<file path="config.mk">
export PLATFORM = sky130hd
export DESIGN_NAME = ifu
export DESIGN_NICKNAME = d
export VERILOG_FILES = /design/src/rtl/ifu.sv
export SDC_FILE = /design/constraint.sdc
export NUM_CORES = 1
export LEC_CHECK = 0
export ABC_AREA = 1
export CAP_MARGIN = 20
export CORE_UTILIZATION = 54
export DETAILED_ROUTE_END_ITERATION = 7
export GPL_TIMING_DRIVEN = 0
export HOLD_SLACK_MARGIN = 0.05
export PLACE_DENSITY = 0.82
export SYNTH_ARGS = -nofsm -noshare
export SYNTH_HDL_FRONTEND = slang
export SYNTH_SLANG_ARGS = --single-unit
</file>
<file path="constraint.sdc">
create_clock -name clk_i -period 4.4 [get_ports clk_i]
set_input_delay 0.44 -clock clk_i [delete_from_list [all_inputs] [get_ports clk_i]]
set_output_delay 0.44 -clock clk_i [all_outputs]
set_load 0.02 [all_outputs]
</file>
<file path="src/rtl/ifu.sv">
// Multicycle instruction fetch stage: one AR/R read in flight, result handed to
// decode over valid/ready, next PC supplied by a commit redirect (which also flushes).
module ifu #(
    parameter logic [63:0] RESET_PC = 64'h0000_0000_8000_0000,
    parameter logic [31:0] NOP_INST = 32'h0000_0013
) (
    input  logic        clk_i,
    input  logic        rst_n_i,
    // AXI4-Lite-style read address channel
    output logic [63:0] araddr_o,
    output logic        arvalid_o,
    input  logic        arready_i,
    // read data channel
    input  logic [31:0] rdata_i,
    input  logic [1:0]  rresp_i,
    input  logic        rvalid_i,
    output logic        rready_o,
    // decode side
    output logic [31:0] inst_o,
    output logic [63:0] pc_o,
    output logic [1:0]  fault_o,
    output logic        d_valid_o,
    input  logic        d_ready_i,
    // commit redirect / flush
    input  logic        redirect_valid_i,
    input  logic [63:0] redirect_pc_i
);

    localparam logic [1:0] FAULT_NONE     = 2'b00;
    localparam logic [1:0] FAULT_ACCESS   = 2'b01;
    localparam logic [1:0] FAULT_MISALIGN = 2'b10;
    localparam logic [1:0] RESP_OKAY      = 2'b00;

    typedef enum logic [2:0] {
        BOOT,
        REQ,
        RESP,
        HOLD,
        WAIT_NPC
    } state_t;

    state_t      state;
    logic [63:0] pc;
    logic [63:0] pending_pc;
    logic        discard;
    logic        misaligned;

    assign misaligned = (pc[1:0] != 2'b00);

    // Handshake outputs depend only on registers, never on inputs.
    assign araddr_o  = pc;
    assign arvalid_o = (state == REQ) && !misaligned;
    assign rready_o  = (state == RESP);
    assign d_valid_o = (state == HOLD);

    // NOTE: every register here, including pending_pc, gets a reset value so a
    // mid-transaction reset leaves no stale flush target or data behind.
    always_ff @(posedge clk_i or negedge rst_n_i) begin
        if (!rst_n_i) begin
            state      <= BOOT;
            pc         <= RESET_PC;
            pending_pc <= RESET_PC;
            discard    <= 1'b0;
            inst_o     <= '0;
            pc_o       <= RESET_PC;
            fault_o    <= FAULT_NONE;
        end else begin
            case (state)
                BOOT: state <= REQ;

                REQ: begin
                    if (misaligned) begin
                        // Nothing is on the bus, so a redirect simply replaces the PC.
                        if (redirect_valid_i) begin
                            pc <= redirect_pc_i;
                        end else begin
                            inst_o  <= NOP_INST;
                            pc_o    <= pc;
                            fault_o <= FAULT_MISALIGN;
                            state   <= HOLD;
                        end
                    end else begin
                        // AR is never withdrawn: remember the target and drain later.
                        if (redirect_valid_i) begin
                            pending_pc <= redirect_pc_i;
                            discard    <= 1'b1;
                        end
                        if (arready_i) state <= RESP;
                    end
                end

                RESP: begin
                    if (rvalid_i) begin
                        if (discard || redirect_valid_i) begin
                            pc      <= redirect_valid_i ? redirect_pc_i : pending_pc;
                            discard <= 1'b0;
                            state   <= REQ;
                        end else begin
                            inst_o  <= (rresp_i == RESP_OKAY) ? rdata_i : NOP_INST;
                            fault_o <= (rresp_i == RESP_OKAY) ? FAULT_NONE : FAULT_ACCESS;
                            pc_o    <= pc;
                            state   <= HOLD;
                        end
                    end else if (redirect_valid_i) begin
                        pending_pc <= redirect_pc_i;
                        discard    <= 1'b1;
                    end
                end

                HOLD: begin
                    // A redirect wins over a simultaneous accept.
                    if (redirect_valid_i) begin
                        pc    <= redirect_pc_i;
                        state <= REQ;
                    end else if (d_ready_i) begin
                        state <= WAIT_NPC;
                    end
                end

                WAIT_NPC: begin
                    if (redirect_valid_i) begin
                        pc    <= redirect_pc_i;
                        state <= REQ;
                    end
                end

                default: state <= BOOT;
            endcase
        end
    end

endmodule
</file>
==> parameters.txt, run 1 <==
Parameter                              Value

Floorplan
  Area of the core region ... 0.0197 sq mm
  IO Pins ... 269
  Die Span Y ... between 100 and 150 um
  Width of the die ... 145 um
  Initial Util ... 55.8%
  Die area ... 0.0210 sq mm
  Floorplan row count ... 51

Synth
  Number of warnings reported in the yosys synthesis log ... 0
  Flip-flop and latch count after synthesis ... between 200 and 250
  Synth Net Count ... between 1500 and 2000
  Commonest cells post-synth ... nand2_1, dfrtp_1, o21ai_0
  Top post-synthesis cells by area ... dfrtp_1, nand2_1, o21ai_0
  Avg Cell Area, Syn ... 7.51 sq um
  Count of flip-flops with a built-in enable after synthesis ... 0
  Unique cell type count in the Yosys netlist ... 22
  Async set-or-reset flop fraction in the synthesized netlist ... 100%
  Cell with the most instances after synthesis ... nand2_1
  Register area share after synthesis ... between 50% and 60%
  Cell count after synthesis ... ~1500
  Fraction of post-synthesis cell area in the top cell type by area ... 51.6%
  Synthesized cell area ... 0.0110 sq mm
  Synth area leader ... dfrtp_1
  Leading register cell type out of synthesis ... dfrtp_1

Layout
  Nets ... 1864
  Layout cells sized above 1 ... roughly 5.5%
  Area growth from synthesis to layout ... 35.3%
  Multi-input combinational cell area ... 0.00450 sq mm
  Post-Layout Cell Count ... 2044
  Count of fill cells added during filler insertion ... about 1500
  Area used by sequential logic in the layout ... 0.00576 sq mm
  Cell area after layout ... 0.0149 sq mm
  Util after Layout ... between 70% and 80%

Clocking
  Gates resized, CTS repair ... 0
  H-tree depth reported by CTS ... 1
  Clock-pin transition on the worst setup and hold timing paths ... 60 ps
  Root Buffer Master ... clkbuf_16
  Maximum buffer depth of the clock tree ... 3
  CTS Buf Count ... 24
  Clock sink count ... 230
  Clock latency of the later-clocked register in the worst-skew pair ... 520 ps
  CTS tree ... done

Timing
  Period Utilization, post-route ... 68.8%
  RSZ-0062 raised after global routing ... no
  Peak clock frequency supported by timing ... 330 MHz
  Max_slew headroom ... 42.7%
  Max Slew Vio Count ... 0
  Worst path setup slack after routing ... 1370 ps
  Time the worst path needs with I/O delays and setup ... 3030 ps
  Aggregate negative setup slack ... 0 ps
  WHS ... approximately 380 ps
  Setup skew after layout ... about 12 ps
  Hold Fails Final Rpt ... 0
  Pin slew with the least headroom to its limit ... between 800 and 900 ps
  Final setup fails ... 0

Global routing
  Wire length of the first global-routing pass ... 52.7 mm
  GRT Util Overall ... 32.5%
  Vias in the first global route ... between 10000 and 15000
  Largest net degree at the start of global routing ... about 130
  Sum of overflow across all layers after global routing ... 0
  Number of antenna violations at the first check in global routing ... 1

Route
  Via-per-instance ratio ... 5.44
  Total Routed Length ... 33.8 mm
  Drt first-iter violations ... 801
  TritonRoute pass-1 iters ... 7
  Number of DRC violations after detailed routing ... 0
  Antenna violation net count after detailed routing ... 0
  Via count ... 11100
  Post-detailed-route wirelength per cell ... 16.6 um

Hold path
  Instance count along the most critical hold path ... 3
  Hold crit path type ... input port to flop
  Hold Startpoint ... redirect_valid_i
  Endpoint of the worst hold path ... discard

Pwr
  Maximum vdd ir drop ... 0.615 mV
  Sequential cell fraction of total power ... 31.1%
  Relative contribution of combinational cells to total power ... between 50% and 60%
  Leakage power ... 7.37 nW
  Clock Power Share ... between 10% and 20%
  Internal power summed over all cells ... 6.44 mW
  Switching part of the total power ... around 44%
  Switching power of the nets ... 5.10 mW
  Total power after layout ... around 12 mW
  Total power per unit cell area ... 775 mW/mm^2

Critical path
  Reg2Reg Depth ... 7
  Critical path startpoint category ... flop
  Ordered list of cells on the worst path ... inv_2 -> nand2_1 -> nor2_4 -> buf_1 -> clkdlybuf4s50_1
  Data required time of the worst path ... 3960 ps
  Delay of the slowest critical-path stage ... 730 ps
  Register-to-register setup slack ... roughly 1700 ps
  Endpoint type of the worst setup path ... output pin
  R2R Path Start ... araddr_o[0]
  Kind of critical path ... flop to output pin
  Critical path peak fanout ... 10
  Data arrival time of the critical path ... roughly 2600 ps
  Slowest cell on the critical path ... clkdlybuf4s50_1
  Reg2reg end ... inst_o[24]

Placement
  Post-Place Worst Slack ... 1730 ps
  Number of instances in the placed design ... 1998
  HPWL reported at the end of detailed placement ... approximately 24 mm
  Routability congestion estimate from global placement ... 0.906
  Number of buffers added on ports ... 267
  Post-DP Area ... 0.0140 sq mm

Job
  Max-cap violations ... 0

Status
  Result of the run ... complete, no violations
==> placed cells by master, fill, tap and decap left out <==
cell	count
nand2_1	697
clkdlybuf4s50_1	266
dfrtp_1	227
o21ai_0	126
nand4_1	98
nand3_1	71
inv_1	70
clkbuf_1	50
nor2_1	45
buf_2	40
clkbuf_16	25
buf_1	18
clkinv_2	6
clkbuf_8	5
buf_4	4
o21ai_1	4
diode_2	3
inv_2	3
nor3_1	3
dfstp_2	3
bufinv_16	3
nor2_4	2
nand3_2	2
nor2_2	1
nand2_2	1
o21ai_2	1
nand3b_1	1
a21oi_1	1
dlygate4sd3_1	1
buf_8	1
buf_16	1
==> flip-flops by register name, indices dropped and copies added (netlist names) <==
name,count
araddr_o,64
inst_o,32
pending_pc,64
fault_o,2
discard,1
state,3
pc_o,64
==> logic make-up (layout without fill, tap and decap cells) <==
logic type	after synthesis	count (layout)	share of synthesized area (%)
and+or+nand+nor	921	921	34.8
DFF	230	230	52.3
buffers and inverters	182	493	6.80
AOI/OAI and AO/OA	132	132	6.04
other	0	3	0
==> worst max-delay path: cells and delay by family, from the launching register on <==
family	cells	cell delay, ps
buffers and inverters	3	1320
flip-flops	1	430
AND/OR/NAND/NOR	2	320
==> per-layer routing <==
layer	track usage, %	part of all wire (%)	up-vias
li1	-	-	5306
met1	41.5	40	5228
met2	53.3	47	504
met3	6.58	8.9	82
met4	14.8	3.7	2
met5	0	0.033	-
==> cell type report <==
cell class	count	area share [%]
Antenna cell	3	0.0504
Buffer	109	3.19
Clock buffer	33	4.74
Clock inverter	9	0.807
Inverter	73	1.84
Multi-Input combinational cell	1053	30.2
Sequential cell	230	38.7
Tap cell	265	2.23
Timing Repair Buffer	269	18.2
==> worst max path at each step <==
stage,slack [ps],to,start
finish,1370,rready_o,state[2]
global route,1270,rready_o,state[2]
CTS,1420,rready_o,state[2]
detailed placement,1730,pc_o[4],redirect_valid_i
global placement,-6800,araddr_o[17],rst_n_i
floorplan,2780,pc_o[1],redirect_valid_i
==> power groups by stage <==
stage	clock network, mW	logic, mW	registers (mW)
global route	2.24	6.39	3.67
detailed placement	0	5.75	3.59
global placement	0	5.61	3.59
CTS	2.15	5.81	3.58
finish	2.13	5.82	3.59
floorplan	0	2.73	4.19
==> repair_timing <==
item	4_1_cts	5_1_grt
endpoints found under the hold margin	86	0
buffers inserted	0	0
hold buffers	1	0
Note: power is estimated with default switching activity, not from simulation.
==> run 2: changes to the inputs <==
Settings changed: CORE_UTILIZATION 54 to 45, PLACE_DENSITY 0.82 to 0.73.
Clock period 4.4 ns to 2.5 ns, I/O delays scaled along.
==> parameters.txt, run 2 (synthesis gave the netlist of run 1 again) <==
Parameter                              Value

Global routing
  GRT Util Overall ... 26.6% (-5.9 points)
  Number of antenna violations at the first check in global routing ... 2 (+1)
  Met1 usage in global routing ... 34.3% (-7.3 points)
  Met2 GRT Util ... 44.3% (-8.9 points)
  Sum of overflow across all layers after global routing ... 0 (unchanged)
  Most used routing layer in global routing ... met2
  Met3 demand-to-capacity share in global routing ... 5.55% (-1.0 points)
  Largest net degree at the start of global routing ... 82 (-34%)
  Vias in the first global route ... 10100 (-0.94%)
  Wire length of the first global-routing pass ... 52.2 mm (-1.0%)

Layout
  Leading cell types in the layout, fill and taps excluded ... nand2_1, clkdlybuf4s50_1, dfrtp_1
  Nets ... 1868 (+0.21%)
  Area growth from synthesis to layout ... 36.3%
  Cell area after layout ... 0.0150 sq mm (+0.76%)
  Most common cell after layout, fill and taps aside ... nand2_1
  Util after Layout ... 63.1% (-12 points)
  Count of fill cells added during filler insertion ... 2098 (+40%)
  Multi-input combinational cell area ... 0.00452 sq mm (+0.45%)
  Layout cells sized above 1 ... 5.67% (+0.15 points)
  Area used by sequential logic in the layout ... 0.00576 sq mm (unchanged)

Critical path
  Register-to-register setup slack ... 250 ps (-1480 ps)
  Data required time of the worst path ... 2900 ps (-1060 ps)
  Critical path peak fanout ... 10 (unchanged)
  Endpoint type of the worst setup path ... flop
  Data arrival time of the critical path ... 2650 ps (+60 ps)
  Kind of critical path ... flop to flop
  Critical path startpoint category ... flop

Route
  Drt first-iter violations ... 817 (+2.0%)
  Number of DRC violations after detailed routing ... 0 (unchanged)
  Total Routed Length ... 33.8 mm (-0.25%)
  Post-detailed-route wirelength per cell ... 16.0 um (-3.1%)
  TritonRoute pass-1 iters ... 5 (-2)
  Via-per-instance ratio ... 5.13 (-5.7%)
  Via count ... 10800 (-3.0%)
  Antenna violation net count after detailed routing ... 0 (unchanged)

Timing
  Period Utilization, post-route ... between 80% and 90%
  Time the worst path needs with I/O delays and setup ... 2250 ps
  WHS ... 215 ps (-169 ps)
  Peak clock frequency supported by timing ... 445 MHz
  Pin slew with the least headroom to its limit ... 667 ps (-192 ps)
  RSZ-0062 raised after global routing ... no
  Setup skew after layout ... 17.3 ps (+5.80 ps)
  Max_slew headroom ... 55.5% (+13 points)
  Max Slew Vio Count ... 0 (unchanged)
  Hold Fails Final Rpt ... 0 (unchanged)
  Final setup fails ... 0 (unchanged)

Clocking
  Clock latency of the later-clocked register in the worst-skew pair ... 530 ps (about the same)
  CTS tree ... done
  Clock sink count ... 230 (unchanged)
  CTS Buf Count ... 25 (+4.2%)
  Maximum buffer depth of the clock tree ... 3 (unchanged)
  H-tree depth reported by CTS ... 1 (unchanged)
  Clock-pin transition on the worst setup and hold timing paths ... 70 ps (about the same)
  Root Buffer Master ... clkbuf_16

Placement
  Number of buffers added on ports ... 267 (unchanged)
  HPWL reported at the end of detailed placement ... 24.0 mm (+1.4%)
  Routability congestion estimate from global placement ... 0.874 (-3.5%)
  Post-DP Area ... 0.0141 sq mm (+0.68%)

Job
  Max-cap violations ... 0 (unchanged)

Floorplan
  IO Pins ... 269 (unchanged)
  Die area ... 0.0251 sq mm (+20%)
  Die Span Y ... 158 um (+9.4%)
  Width of the die ... 158 um (+9.4%)
  Initial Util ... 46.3% (-9.5 points)
  Floorplan row count ... 56 (+9.8%)
  Area of the core region ... 0.0238 sq mm (+20%)

Status
  Result of the run ... complete, no violations

Pwr
  Total power per unit cell area ... 1340 mW/mm^2 (+73%)
  Maximum vdd ir drop ... 0.760 mV (+24%)
  Leakage power ... 7.42 nW (+0.62%)

Hold path
  Hold crit path type ... input port to flop
[run 2: power breakdown]
part | switching [mW] | total, mW | internal, mW
Sequential | 0.939 | 6.27 | 5.33
Clock | 1.49 | 3.59 | 2.11
Combinational | 6.53 | 10.3 | 3.76
[run 2: layout make-up]
cell class	instances	share of cell area, %
buffer	109	3.19
inverter	73	1.83
sequential	230	38.4
clock buffer	41	5.17
clock inverter	4	0.159
tap	319	2.66
antenna	3	0.0501
timing repair buffer	272	18.4
multi-input combinational	1053	30.1
[run 2: worst paths after layout]
check,start,to,depth (start not counted)
worst max-delay path,state[2],pc_o[3],10
worst min-delay path,redirect_valid_i,discard,3
max in group asynchronous,rst_n_i,araddr_o[20],4
worst min register to register,inst_o[30],inst_o[30],2
worst max register to register,state[2],pc_o[3],10
min in group asynchronous,rst_n_i,pc_o[61],2
[run 2: metal layers]
layer  part of all wire, %  vias to the layer above
met4                   2.6                        2
li1                      -                     5301
met2                    48                      377
met5                 0.036                        -
met3                   7.7                       64
met1                    42                     5048
[run 2: timing repair]
action                                  CTS  global route
hold buffers                              1             0
endpoints found under the setup margin   99            40
pin swaps                                 0             1
buffers inserted                          0             2
endpoints found under the hold margin    71             0
resized for setup                         4             3
[run 2: worst max-delay path, cell delays in order, from the launching register on]
cell,delay [ps]
dfrtp_1,430
inv_2,90
nand2_1,110
nor2_4,240
nand2_1,130
nand2_4,270
nand3_4,280
buf_2,280
buf_4,190
nand2_1,60
nand2_1,50
[run 2: metrics by stage]
| step | setup WS, ps | cells | total power, mW | setup TNS, ps |
|---|---|---|---|---|
| 2_1_floorplan | 905 | 1465 | 12.2 | 0 |
| 3_3_place_gp | -8670 | 2051 | 16.3 | -1988470 |
| 3_5_place_dp | -221 | 2053 | 16.5 | -11330 |
| 4_1_cts | -22.5 | 2099 | 20.2 | -22.5 |
| 5_1_grt | 108 | 2101 | 21.6 | 0 |
| 6_report | 251 | 2104 | 20.2 | 0 |
